==> src/rtl/microc_pkg.sv <==
// Shared constants and types for the microc controller: opcodes, ALU ops,
// FSM state encoding and the decoded control word.
package microc_pkg;

  typedef enum logic [1:0] {
    ST_IDLE = 2'd0,
    ST_RUN  = 2'd1,
    ST_STEP = 2'd2,
    ST_HALT = 2'd3
  } state_t;

  localparam logic [5:0] OP_J    = 6'b000000;
  localparam logic [5:0] OP_JZ   = 6'b000001;
  localparam logic [5:0] OP_JNZ  = 6'b000010;
  localparam logic [5:0] OP_NOP  = 6'b000011;
  localparam logic [5:0] OP_LI   = 6'b000100;
  localparam logic [5:0] OP_ILL0 = 6'b000101;
  localparam logic [5:0] OP_ILL1 = 6'b000110;
  localparam logic [5:0] OP_HALT = 6'b000111;

  localparam logic [2:0] ALU_ADD = 3'b000;
  localparam logic [2:0] ALU_SUB = 3'b001;
  localparam logic [2:0] ALU_AND = 3'b010;
  localparam logic [2:0] ALU_OR  = 3'b011;
  localparam logic [2:0] ALU_XOR = 3'b100;

  typedef struct packed {
    logic       s_inc;
    logic       s_inm;
    logic       we;
    logic       wez;
    logic [2:0] alu_op;
  } ctrl_word_t;

  // Control word of a cycle that must not disturb the datapath.
  localparam ctrl_word_t CTRL_IDLE = '{
    s_inc:  1'b1,
    s_inm:  1'b0,
    we:     1'b0,
    wez:    1'b0,
    alu_op: ALU_ADD
  };

endpackage

==> src/rtl/microc_decode.sv <==
// Purely combinational opcode decoder: raw control word plus illegal/halt
// flags. Gating by FSM state is done by the caller.
module microc_decode
  import microc_pkg::*;
(
  input  logic [5:0] Opcode,
  input  logic       z,
  output ctrl_word_t ctrl,
  output logic       illegal,
  output logic       is_halt
);

  always_comb begin
    ctrl    = CTRL_IDLE;
    illegal = 1'b0;
    is_halt = 1'b0;
    if (Opcode[5]) begin
      ctrl.we     = 1'b1;
      ctrl.wez    = 1'b1;
      ctrl.s_inm  = 1'b1;
      ctrl.alu_op = Opcode[4:2];
    end else if (Opcode[4]) begin
      ctrl.we     = 1'b1;
      ctrl.wez    = 1'b1;
      ctrl.alu_op = Opcode[3:1];
    end else begin
      unique case (Opcode)
        OP_J:   ctrl.s_inc = 1'b0;
        OP_JZ:  ctrl.s_inc = ~z;
        OP_JNZ: ctrl.s_inc = z;
        OP_NOP: ;
        OP_LI: begin
          ctrl.we    = 1'b1;
          ctrl.s_inm = 1'b1;
        end
        OP_ILL0, OP_ILL1: illegal = 1'b1;
        OP_HALT: is_halt = 1'b1;
        default: ;
      endcase
    end
  end

endmodule

==> src/rtl/microc_ctrl.sv <==
// microc controller: IDLE/RUN/STEP/HALT sequencing, execute gating of the
// decoded control word, sticky illegal-opcode flag and instruction counter.
module microc_ctrl
  import microc_pkg::*;
(
  input  logic        clk,
  input  logic        reset,
  input  logic [5:0]  Opcode,
  input  logic        z,
  input  logic        start,
  input  logic        step_mode,
  input  logic        step,
  input  logic        halt_req,
  output logic        s_inc,
  output logic        s_inm,
  output logic        we,
  output logic        wez,
  output logic [2:0]  ALUOp,
  output logic        pc_en,
  output logic        running,
  output logic        halted,
  output logic        err,
  output logic [15:0] icount
);

  state_t     state;
  state_t     state_nxt;
  ctrl_word_t dec_ctrl;
  logic       dec_illegal;
  logic       dec_halt;
  logic       exec;

  microc_decode u_decode (
    .Opcode  (Opcode),
    .z       (z),
    .ctrl    (dec_ctrl),
    .illegal (dec_illegal),
    .is_halt (dec_halt)
  );

  // Reset is folded in so a cycle with reset asserted never counts or flags.
  always_comb begin
    exec = 1'b0;
    if (reset && !halt_req && !dec_halt) begin
      exec = (state == ST_RUN) || ((state == ST_STEP) && step);
    end
  end

  always_ff @(posedge clk) begin
    if (!reset) begin
      state <= ST_IDLE;
    end else begin
      state <= state_nxt;
    end
  end

  always_comb begin
    state_nxt = state;
    unique case (state)
      ST_IDLE: begin
        if (start) begin
          state_nxt = step_mode ? ST_STEP : ST_RUN;
        end
      end
      ST_RUN: begin
        if (halt_req) begin
          state_nxt = ST_IDLE;
        end else if (dec_halt) begin
          state_nxt = ST_HALT;
        end else if (step_mode) begin
          state_nxt = ST_STEP;
        end
      end
      ST_STEP: begin
        if (halt_req) begin
          state_nxt = ST_IDLE;
        end else if (step && dec_halt) begin
          state_nxt = ST_HALT;
        end else if (!step_mode) begin
          state_nxt = ST_RUN;
        end
      end
      ST_HALT: state_nxt = ST_HALT;
      default: state_nxt = ST_IDLE;
    endcase
  end

  always_comb begin
    s_inc   = CTRL_IDLE.s_inc;
    s_inm   = CTRL_IDLE.s_inm;
    we      = CTRL_IDLE.we;
    wez     = CTRL_IDLE.wez;
    ALUOp   = CTRL_IDLE.alu_op;
    pc_en   = 1'b0;
    running = (state == ST_RUN);
    halted  = (state == ST_HALT);
    if (exec) begin
      s_inc = dec_ctrl.s_inc;
      s_inm = dec_ctrl.s_inm;
      we    = dec_ctrl.we;
      wez   = dec_ctrl.wez;
      ALUOp = dec_ctrl.alu_op;
      pc_en = 1'b1;
    end
  end

  always_ff @(posedge clk) begin
    if (!reset) begin
      err    <= 1'b0;
      icount <= '0;
    end else begin
      if (exec && dec_illegal) begin
        err <= 1'b1;
      end
      if (pc_en && (icount != '1)) begin
        icount <= icount + 16'd1;
      end
    end
  end

endmodule

==> config.mk <==
export PLATFORM = sky130hd
export DESIGN_NAME = microc_ctrl
export DESIGN_NICKNAME = d
export VERILOG_FILES = /design/src/rtl/microc_pkg.sv /design/src/rtl/microc_decode.sv /design/src/rtl/microc_ctrl.sv
export SDC_FILE = /design/constraint.sdc
export NUM_CORES = 1
export LEC_CHECK = 0
export CORE_ASPECT_RATIO = 0.9
export CORE_MARGIN = 10
export CORE_UTILIZATION = 40
export CTS_CLUSTER_SIZE = 25
export DETAILED_ROUTE_END_ITERATION = 8
export PLACE_DENSITY = 0.72
export SETUP_SLACK_MARGIN = 0.4
export SKIP_CTS_REPAIR_TIMING = 1
export SLEW_MARGIN = 20
export SYNTH_ARGS = -nofsm -noshare
export SYNTH_HDL_FRONTEND = slang
export SYNTH_SLANG_ARGS = --single-unit
==> constraint.sdc <==
create_clock -name clk -period 2.1 [get_ports clk]
set_input_delay 0.42 -clock clk [delete_from_list [all_inputs] [get_ports clk]]
set_output_delay 0.42 -clock clk [all_outputs]
set_load 0.02 [all_outputs]
; ---- After elaboration in Yosys (flattened, before gate mapping)
; Cells that the tools add are included.
[op_classes]
add_sub_neg = 1
eq_ne = 13
muxes = 29
n_bitwise = 1
n_reduce_logical = 13
[op_table]
columns = op, n
row1 = $eq A6 B3 Y1 const B, 4
row2 = $mux W2, 10
row3 = $add A16 B1 Y16 const B, 1
row4 = $ne A16 B16 Y1 const B, 1
row5 = $mux W1, 14
row6 = $ne A4 B3 Y1 const B, 2
row7 = $pmux W2 S4, 1
row8 = $eq A6 B1 Y1 const B, 1
row9 = $eq A6 B2 Y1 const B, 1
row10 = $logic_and A1 B1 Y1, 6
row11 = $logic_not A6 Y1, 1
row12 = $mux W6, 1
row13 = $eq A2 B2 Y1 const B, 2
row14 = $mux W4, 1
row15 = $mux W3, 1
row16 = $pmux W1 S3, 1
row17 = $reduce_and A3 Y1, 1
row18 = $eq A2 B1 Y1 const B, 1
row19 = $logic_not A1 Y1, 2
row20 = $logic_not A2 Y1, 1
row21 = $ne A2 B2 Y1 const B, 1
row22 = $reduce_or A2 Y1, 1
row23 = $logic_or A1 B1 Y1, 1
row24 = $not A1 Y1, 1
[totals]
regBits = 19
input_bits = 13
out_inout_bits = 27

; ---- Logic depth before layout (Yosys ltp)
[logic_depth]
ltp_word = 9
depth_mapped = 8
depth_no_buf = 8

; ---- Cells and area by module
; Synthesis repeated with hierarchy kept, for this count alone.
[hier_totals]
hier_cells = 144
hier_area_um2 = 1211.2
[modules_own_cells]
columns = module, instances, cells_each, area_per_inst_um2
row1 = microc_ctrl, 1, 128, 1093.5
row2 = microc_decode, 1, 16, 117.6

; ---- Worst setup path after synthesis
; No wires, ideal clock.
[synth_path]
path_type = input-to-reg
start = input Opcode[5]
end = register icount[3]
arrival_ns = 1.733
required_time_ns = 1.982
path_slack_ns = 0.248
stages = 6
path_buffers = 2
cell_sequence = clkbuf_1 -> or4_4 -> and3_1 -> clkbuf_1 -> and4_1 -> mux2i_1
[synth_between]
elab_chain_len = 9
[synth_lines]
columns = item, line
row1 = start: declaration, microc_ctrl.sv:8  ; input logic [5:0] Opcode,
row2 = $eq A6 B3 Y1, microc_decode.sv:27  ; unique case (Opcode)
row3 = $mux W1, microc_decode.sv:27
row4 = $mux W1, microc_decode.sv:22  ; end else if (Opcode[4]) begin
row5 = $mux W1 (*), microc_decode.sv:17  ; if (Opcode[5]) begin
row6 = $logic_not A1 Y1 (*), microc_ctrl.sv:44  ; if (reset && !halt_req && !dec_halt) begin
row7 = $logic_and A1 B1 Y1 (*), microc_ctrl.sv:44
row8 = $mux W1 (*), microc_ctrl.sv:44
row9 = $mux W1 (*), microc_ctrl.sv:97  ; if (exec) begin
row10 = $logic_and A1 B1 Y1 (*), microc_ctrl.sv:115  ; if (pc_en && (icount != '1)) begin
row11 = end signal: assignment, microc_ctrl.sv:116  ; icount <= icount + 16'd1;
row12 = end: declaration, microc_ctrl.sv:23  ; output logic [15:0] icount
; Every way passes the cells marked *; elsewhere a longest branch is shown, timed or not.
; A chain may end at the register's enable or synchronous reset.

; ---- Worst setup path in the final report
[layout_path]
start = input z
end = output s_inc
[layout_between]
elab_chain_len = 5
[layout_lines]
columns = item, line
row1 = start: declaration, microc_ctrl.sv:9  ; input logic z,
row2 = $not A1 Y1, microc_decode.sv:29  ; OP_JZ: ctrl.s_inc = ~z;
row3 = $pmux W1 S3 (*), microc_decode.sv:27
row4 = $mux W2 (*), microc_decode.sv:22
row5 = $mux W1 (*), microc_decode.sv:17
row6 = $mux W1 (*), microc_ctrl.sv:97
row7 = end: declaration, microc_ctrl.sv:14  ; output logic s_inc,
; Marks and branches as above.

==> metrics.csv <==
stage,metric,value,unit
hold_path,Hold Startpoint,err,
setup_path,CP Capture Type,output pin,
logic_synthesis,share of the synthesized area in the top cell type,0.320,
logic_synthesis,synth warn,0,
timing,unrepaired setup endpoints after global routing,yes,
setup_path,CP Max Fanout,2,
placement,routability cong.,0.911,
global_route,first-pass GRT wire length,5.99,mm
drt,Starting DRT DRC Count,123,
drt,Antenna Nets Post-Route,0,
logic_synthesis,synthesized instance count,158,
global_route,total track usage,0.126,
placement,Post-Place Worst Slack,-0.554,ns
placement,HPWL Detailed,2.97,mm
power,Clk pwr share,0.265,
layout,register area,385,sq um
floorplanning,area of the die,5560,sq um
logic_synthesis,"FF+latch count, synth",19,
logic_synthesis,post-synth cell types,41,
power,PwrDens,345,nW/um^2
floorplanning,DIE WIDTH,77.5,um
drt,wl on met1,1.90,mm
drt,Vias/cell,5.45,
logic_synthesis,"Avg Cell Area, Syn",7.53,sq um
global_route,largest net degree at the start of global routing,13,
timing,Pins Over Slew Limit,0,
power,Flop pwr share,0.509,
layout,share of layout cells above drive strength 1,0.361,
drt,DR vias,1455,
outcome,status,"complete, no violations",
global_route,grt ovf,0,
logic_synthesis,largest area contributor in the netlist,dfxtp_1,
floorplanning,row cnt,18,
power,"Power, Total",0.725,mW
layout,Final #Nets,242,
timing,worst hold margin,0.481,ns
power,leakage,1.18,nW
setup_path,Crit path required time,1.68,ns
floorplanning,Ports,40,
hold_path,worst hold path type,reg -> reg,
floorplanning,Core ar.,2790,sq um
floorplanning,starting density of the core,0.426,
run,# Max-Cap Violations,0,
timing,Tmin final,1.93,ns
logic_synthesis,sequential cell area fraction in the yosys report,0.320,
clock_tree,clock root buffer,clkbuf_4,
clock_tree,"Clk Latency, worst-skew pair",0.30,ns
power,logic gate share of total power,0.227,
setup_path,"Data arrival, critical path",1.51,ns
global_route,initial antenna violation count,0,
global_route,vias in the first global route,1397,
timing,final setup vio count,0,
logic_synthesis,syn_nets,172,
drt,met2 wire len,1.98,mm
drt,Remaining DRCs,0,
logic_synthesis,Synth area leaders,"dfxtp_1 32%, nor2_1 6.3%, nand4_1 5.8%, nand2_1 5.4%, a21oi_1 5.0%",
clock_tree,CTS Buffer Depth,2,
clock_tree,total clock sinks,19,
logic_synthesis,Mapped Area,1190,sq um
hold_path,Worst Hold Depth,2,
setup_path,Crit Reg-Reg Startpoint,state[0],
setup_path,r2r setup slk,0.19,ns
setup_path,crit path kind,in -> out,
floorplanning,Die Ht,71.7,um
timing,fin crit share,0.921,
setup_path,slowest stage cell on the critical path,clkdlybuf4s50_1,
setup_path,crit start category,primary input,
setup_path,worst reg-to-reg path cell count,6,
timing,Worst-Margin Slew,0.449,ns
setup_path,capturing point of the worst reg2reg path,icount[13],
power,Internal,0.523,mW
layout,Multi-input gate area,891,sq um
placement,I/O Buffers,39,
drt,Top Layer Used,met4,
timing,"Worst Setup Slack, final",0.166,ns
timing,Slew HR,0.701,
hold_path,"Endpoint, Worst Hold",err,
drt,final WL,4.13,mm
clock_tree,CTS Buf Count,3,
power,Net Switching,0.202,mW
layout,"commonest cells after routing, fill and taps aside","30 x buf_4, 26 x dlymetal6s2s_1, 16 x nor2_1",
drt,drt pass-1 iters,4,
drt,met3 wire len,236,um
timing,"Hold Vio Cnt, Final",0,
layout,n_diodes,0,
layout,Area growth syn-to-layout,76.4,%
clock_tree,H-tree levels,1,
power,Net Sw Frac,0.279,
drt,mean routed wirelength per cell,15.5,um
layout,"most common cell after layout, fill and taps aside",buf_4,
setup_path,CP max stage delay,0.43,ns
timing,Setup Skew,0.0134,ns
power,VDD IR-drop max,171,uV
setup_path,crit-path cells,clkdlybuf4s50_1 -> a2111oi_2 -> nand3_2 -> buf_6,
timing,fmax,517,MHz
clock_tree,CTS tree,yes,
layout,filler cell count,228,
clock_tree,Clock Pin Slew Worst Setup and Hold Paths,0.10,ns
-- final cells by class --
cell class | instances | share of cell area
well taps | 40 | 0.0238
flip-flops and latches | 19 | 0.184
repair buffers | 72 | 0.343
multi-input cells | 126 | 0.424
inverters | 6 | 0.0125
clock buffers | 4 | 0.0125
-- sequential cells by signal (all words and copies together) (netlist names) --
| name | cells |
|---|---|
| icount | 16 |
| err | 1 |
| state | 2 |
-- cell families (layout without fill, tap and decap cells) --
kind of cell             after synthesis  after routing  share of synthesized area
multiplexers                           3              3                     0.0252
XOR/XNOR                               5              5                     0.0368
adder cells (fa/ha/maj)                1              1                     0.0105
buffers and inverters                 13             82                     0.0557
flip-flops                            19             19                      0.320
AO/OA/AOI/OAI                         33             33                      0.168
AND/OR/NAND/NOR                       84             84                      0.384
-- power by group through the flow --
stage                     clock network, mW  logic [mW]  registers, mW
after floorplan                           0      0.0616          0.377
after global placement                    0       0.138          0.376
after detailed placement                  0       0.142          0.376
after CTS                             0.196       0.142          0.368
after global routing                  0.216       0.177          0.369
final                                 0.192       0.165          0.369
-- worst max path at each step --
stage / cells past startpoint / start / to
floorplan: 6 / Opcode[5] / icount[3]
global placement: 6 / Opcode[0] / pc_en
detailed placement: 6 / Opcode[1] / s_inm
CTS: 6 / Opcode[1] / s_inm
global route: 4 / z / s_inc
finish: 4 / z / s_inc
-- routing by layer --
layer | GRT usage | vias to the layer above
li1 | - | 713
met1 | 0.147 | 688
met2 | 0.204 | 51
met3 | 0.0424 | 3
met4 | 0.0628 | 0
met5 | 0 | -
-- stage by stage --
stage           util  cell area (sq um)  instances  TNS (ns)
2_1_floorplan      -               1220        158         0
3_3_place_gp   0.650               1820        259     -4.69
3_5_place_dp   0.650               1820        259     -5.39
4_1_cts        0.659               1840        263     -3.72
5_1_grt        0.752               2100        267         0
6_report       0.752               2100        267         0
-- critical path, delay by kind of cell --
| family | cells | cell delay, ns |
|---|---|---|
| buffers and inverters | 2 | 0.57 |
| AND/OR/NAND/NOR | 1 | 0.12 |
| AO/OA/AOI/OAI | 1 | 0.40 |
-- Yosys cell counts, drive strengths merged --
cell type  instances
nor2              20
dfxtp             19
nand2             17
a21oi             12
nand4             11
o21ai             11
nand3              6
or3                6
inv                5
and3               4
and4               4
clkbuf             4
buf                3
mux2i              3
xnor2              3
nand2b             2
nand3b             2
nor2b              2
nor3               2
nor4               2
o31ai              2
or4                2
xor2               2
a2111oi            1
a211oi             1
a21boi             1
a311oi             1
a31oi              1
and2b              1
and3b              1
clkinv             1
ha                 1
nor3b              1
nor4b              1
o21a               1
o221a              1
o31a               1
No activity file was read; power rests on OpenSTA's default activity.
